<file path="config.mk">
export PLATFORM = sky130hd
export DESIGN_NAME = regfile_mp
export DESIGN_NICKNAME = d
export VERILOG_FILES = /design/src/rtl/regfile_mp.sv
export SDC_FILE = /design/constraint.sdc
export NUM_CORES = 1
export LEC_CHECK = 0
export BUFFER_PORTS_ARGS = -buffer_cell sky130_fd_sc_hd__buf_2
export CAP_MARGIN = 20
export CORE_ASPECT_RATIO = 0.5
export CORE_MARGIN = 2
export CORE_UTILIZATION = 40
export CTS_CLUSTER_SIZE = 12
export DETAILED_ROUTE_END_ITERATION = 7
export PLACE_DENSITY_LB_ADDON = 0.1
export SYNTH_ARGS = -nofsm -noshare
export SYNTH_HDL_FRONTEND = slang
export SYNTH_SLANG_ARGS = --single-unit
</file>
<file path="constraint.sdc">
create_clock -name clk -period 7.2 [get_ports clk]
set_input_delay 1.44 -clock clk [delete_from_list [all_inputs] [get_ports clk]]
set_output_delay 1.44 -clock clk [all_outputs]
set_load 0.02 [all_outputs]
</file>
<file path="src/rtl/regfile_mp.sv">
// Multi-port integer register file with write-to-read bypass and a post-reset clear sweep.
// Optional pending-write scoreboard built only when REGFILE_SCOREBOARD_EN is defined.
module regfile_mp #(
  parameter int DATA_W = 32,
  parameter int ADDR_W = 5,
  parameter int NUM_RD = 2,
  parameter int NUM_WR = 1
) (
  input  logic                       clk,
  input  logic                       rst,
  input  logic [NUM_WR-1:0]          we,
  input  logic [NUM_WR*ADDR_W-1:0]   waddr,
  input  logic [NUM_WR*DATA_W-1:0]   wdata,
  input  logic [NUM_RD-1:0]          re,
  input  logic [NUM_RD*ADDR_W-1:0]   raddr,
  output logic [NUM_RD*DATA_W-1:0]   rdata,
  output logic                       init_done,
  input  logic                       rsv_en,
  input  logic [ADDR_W-1:0]          rsv_addr,
  output logic [NUM_RD-1:0]          rd_busy
);

  localparam int DEPTH = 2 ** ADDR_W;

  generate
    if (NUM_RD < 1 || NUM_RD > 4) begin : g_bad_num_rd
      $error("regfile_mp: NUM_RD must be in 1..4");
    end
    if (NUM_WR < 1 || NUM_WR > 2) begin : g_bad_num_wr
      $error("regfile_mp: NUM_WR must be in 1..2");
    end
  endgenerate

  typedef enum logic {CLR, RUN} state_t;

  state_t            state;
  logic [ADDR_W-1:0] ptr;
  logic [DATA_W-1:0] mem [DEPTH];

  always_ff @(posedge clk) begin
    if (rst) begin
      state     <= CLR;
      ptr       <= '0;
      init_done <= 1'b0;
    end else begin
      case (state)
        CLR: begin
          mem[ptr] <= '0;
          ptr      <= ptr + ADDR_W'(1);
          if (&ptr) begin
            state     <= RUN;
            init_done <= 1'b1;
          end
        end
        default: begin
          // Later ports overwrite earlier ones on an address collision.
          for (int i = 0; i < NUM_WR; i++) begin
            if (we[i] && waddr[i*ADDR_W +: ADDR_W] != '0)
              mem[waddr[i*ADDR_W +: ADDR_W]] <= wdata[i*DATA_W +: DATA_W];
          end
        end
      endcase
    end
  end

`ifdef REGFILE_SCOREBOARD_EN
  logic [DEPTH-1:0] busy;

  always_ff @(posedge clk) begin
    if (rst) begin
      busy <= '0;
    end else if (state == RUN) begin
      for (int i = 0; i < NUM_WR; i++) begin
        if (we[i] && waddr[i*ADDR_W +: ADDR_W] != '0)
          busy[waddr[i*ADDR_W +: ADDR_W]] <= 1'b0;
      end
      // Reservation issued on the same edge as the retiring write must survive.
      if (rsv_en && rsv_addr != '0)
        busy[rsv_addr] <= 1'b1;
    end
  end
`else
  logic unused_rsv;
  assign unused_rsv = ^{rsv_en, rsv_addr};
`endif

  always_comb begin
    rdata   = '0;
    rd_busy = '0;
    for (int j = 0; j < NUM_RD; j++) begin : g_rd
      logic [ADDR_W-1:0] ra;
      logic              hit;
      logic [DATA_W-1:0] byp;
      ra  = raddr[j*ADDR_W +: ADDR_W];
      hit = 1'b0;
      byp = '0;
      for (int i = 0; i < NUM_WR; i++) begin
        if (we[i] && waddr[i*ADDR_W +: ADDR_W] == ra) begin
          hit = 1'b1;
          byp = wdata[i*DATA_W +: DATA_W];
        end
      end
      if (!rst && init_done && re[j] && ra != '0) begin
        rdata[j*DATA_W +: DATA_W] = hit ? byp : mem[ra];
`ifdef REGFILE_SCOREBOARD_EN
        rd_busy[j] = busy[ra] & ~hit;
`endif
      end
    end
  end

endmodule

</file>
==> results.sh <==
export IMPL_outcome="completed"
export IMPL_die_area_um2=126400
export IMPL_cts_root_buf="clkbuf_16"
export IMPL_switching_share_pct=23.26
export IMPL_ys_ff_latch=1031
export IMPL_cellLeakagePower_nw=17.68
export IMPL_grt_use_total_pct=27.29
export IMPL_antenna_found_initial=2
export IMPL_multiInputGateArea_um2=17330
export IMPL_grt_pass1_vias=30904
export IMPL_synth_area_top_cells="edfxtp_1, mux4_2, mux2i_1, a22oi_1, a221oi_1"
export IMPL_sequentialPowerShare_pct=52.8
export IMPL_vdd_drop_max_uv=166.2
export IMPL_cts_sinks=1031
export IMPL_hold_viol_final=0
export IMPL_num_vias=31055
export IMPL_fmax_ghz=0.1668
export IMPL_register_area_um2=30890
export IMPL_setup_tns_final_ns=0
export IMPL_clockBufferDepth=3
export IMPL_drt_iter0_drc=3792
export IMPL_maxSlewHeadroom_pct=24.92
export IMPL_drc=0
export IMPL_yosysWarnings=0
export IMPL_use_met3_pct=5.279
export IMPL_ys_types=57
export IMPL_core_area_um2=122900
export IMPL_ys_flop_type="edfxtp_1"
export IMPL_drtPass1Iterations=6
export IMPL_rrSetupSlack_ns=2.96
export IMPL_yosys_area_top_type="edfxtp_1"
export IMPL_boundaryPins=125
export IMPL_grt_pass1_wl_um=241000
export IMPL_dpl_hpwl_um=97940
export IMPL_fin_nets=3096
export IMPL_worst_ep_required_time_ns=5.76
export IMPL_grt_overflow=0
export IMPL_rows=91
export IMPL_cp_data_arrival_time_ns=4.56
export IMPL_grt_use_met2_pct=42.84
export IMPL_power_internal_mw=9.543
export IMPL_clock_latency_ns=0.72
export IMPL_power_switching_mw=2.893
export IMPL_cap_violations=0
export IMPL_finClkSkew_ns=0.01694
export IMPL_fin_crit_sh_pct=83.28
export IMPL_cts_htree_levels=3
export IMPL_ys_seq_area_share_pct=62.57
export IMPL_ant_nets=0
export IMPL_min_path_type="reg2reg"
export IMPL_busiest_layer="met2"
export IMPL_grt_max_degree=67
export IMPL_n_fill_cell=10590
export IMPL_crit_path_end_kind="primary output"
export IMPL_synth_common_cells="edfxtp_1, mux2i_1, mux4_2, a22oi_1, a221oi_1"
export IMPL_stdcell_count=4714
export IMPL_post_cts_setup_buffers=0
export IMPL_syn_area_um2=49370
export IMPL_die_x_um=500.8
export IMPL_timing_final_crit_period_ns=5.996
export IMPL_pwr_share_comb_pct=7.6
export IMPL_avgSynthCellArea_um2=16.90
export IMPL_cts_tree="done"
export IMPL_avgViaCountPerCell=6.588
export IMPL_rsz0062_at_grt="false"
export IMPL_pwr_share_clk_pct=39.6
export IMPL_ys_async_sr_fraction_pct=0
export IMPL_worst_pin_slew_ns=1.123
export IMPL_startpoint_type="primary input"
export IMPL_drive_gt1_share_pct=22.81
export IMPL_synth_edf_count=1024
export IMPL_power_density_nw_per_um2=224.3
export IMPL_synth_most_common_cell="edfxtp_1"
export IMPL_clkSlewWorstSetupHoldPaths_ns=0.07
export IMPL_yosys_area_top_type_share_pct=62.28
export IMPL_areaGrowthSynthToFinish_pct=12.29
export IMPL_routabilityCongestion=0.8136
export IMPL_numCtsBuffers=101
export IMPL_dp_cells=4550
export IMPL_portBuffers=116
export IMPL_whs_ns=0.5939
export IMPL_start_util_pct=40.19
export IMPL_final_setup_viol_count=0
export IMPL_critPathMaxFanout=66
export IMPL_drv_slew=0
export IMPL_hold_buffers=0
export IMPL_cts_resized=0
export IMPL_grtUsageMet1_pct=38.72
export IMPL_synthCells=2922
export IMPL_die_h_um=252.4
export IMPL_routed_wl_um=174000
export IMPL_routedWlPerCell_um=36.92
export IMPL_path_class="in2out"
==> logic make-up after synthesis <==
group / count (synthesis) / synth area share, %
AO/OA/AOI/OAI: 542 / 8.396
XOR/XNOR: 13 / 0.2306
adder cells (fa/ha/maj): 2 / 0.05068
buffers and inverters: 251 / 3.064
flip-flops: 1031 / 62.57
multiplexers: 775 / 22.57
other: 1 / 0.007596
AND/OR/NAND/NOR: 307 / 3.117
==> worst max-delay path, cell delays in order <==
cell and delay (ns):
clkbuf_8 0.64, xnor2_1 0.19, nand4_1 0.33, o21ai_4 0.88, buf_4 0.42, a21oi_1 0.14
a221o_1 0.29, buf_2 0.17
==> cell type report <==
class | instances | area share (%)
diodes | 1 | 0.004514
clock inverters | 23 | 0.2686
repair buffers | 254 | 4.128
well taps | 1627 | 3.672
flip-flops and latches | 1031 | 55.72
multi-input cells | 1641 | 31.27
inverters | 7 | 0.05191
clock buffers | 130 | 4.886
==> state kept, by name, indices dropped and copies added (netlist names) <==
register   count
mem         1024
ptr            5
init_done      1
state          1
==> through the flow <==
step	cell area [um2]	power, mW	utilization [%]	setup WS (ns)
floorplan	49370	7.300	-	2.632
global placement	52280	7.626	42.56	1.281
detailed placement	52370	7.626	42.63	1.298
CTS	55230	12.50	44.95	1.287
global route	55440	12.76	45.12	1.178
finish	55440	12.44	45.12	1.204
==> placed cells by master (no fill, tap or decap), types with 7 or more instances in the layout <==
master / n
a21oi_1: 65
o22ai_1: 13
nand4_1: 13
o21ai_0: 47
a22o_1: 11
nor2_1: 25
a32o_1: 19
a211o_1: 19
mux4_2: 270
xnor2_1: 11
nand2_1: 68
a211oi_1: 35
o21bai_1: 18
clkbuf_16: 105
buf_2: 110
nor2b_1: 13
clkbuf_1: 24
clkinv_1: 14
edfxtp_1: 1024
mux2i_1: 501
buf_12: 38
nand3_1: 52
nand2b_1: 11
a22oi_1: 126
nor3b_1: 13
buf_4: 91
nor3_1: 19
a221oi_1: 107
dfxtp_1: 7
a221o_1: 52
and2_1: 36
buf_8: 8
nor2_4: 34
==> final timing paths <==
kind / from / endpoint / cells after the start
hold / removal: init_done$_SDFFE_PP0P_ / init_done$_SDFFE_PP0P_ / 1
hold reg to reg: init_done$_SDFFE_PP0P_ / init_done$_SDFFE_PP0P_ / 1
setup reg to reg: state$_SDFF_PP0_ / mem[2][20]$_DFFE_PP_ / 7
setup / recovery: raddr[1] / rdata[24] / 8
==> power by group through the flow <==
stage          Sequential, mW  Combinational [mW]  Clock, mW
6_report                 6.57               0.943       4.93
5_1_grt                  6.57               0.982       5.21
4_1_cts                  6.57               0.935       5.00
3_5_place_dp             6.69               0.933          0
3_3_place_gp             6.69               0.935          0
2_1_floorplan            6.69               0.613          0
==> per-layer routing <==
metal / share of wire, % / routed length [um] / up-vias
met5: 0 / 0 / -
met4: 2.9 / 5077 / 0
met3: 8.4 / 14630 / 307
met2: 46 / 80090 / 1605
met1: 43 / 74220 / 16627
li1: - / - / 12516
No activity file was read; power rests on OpenSTA's default activity.
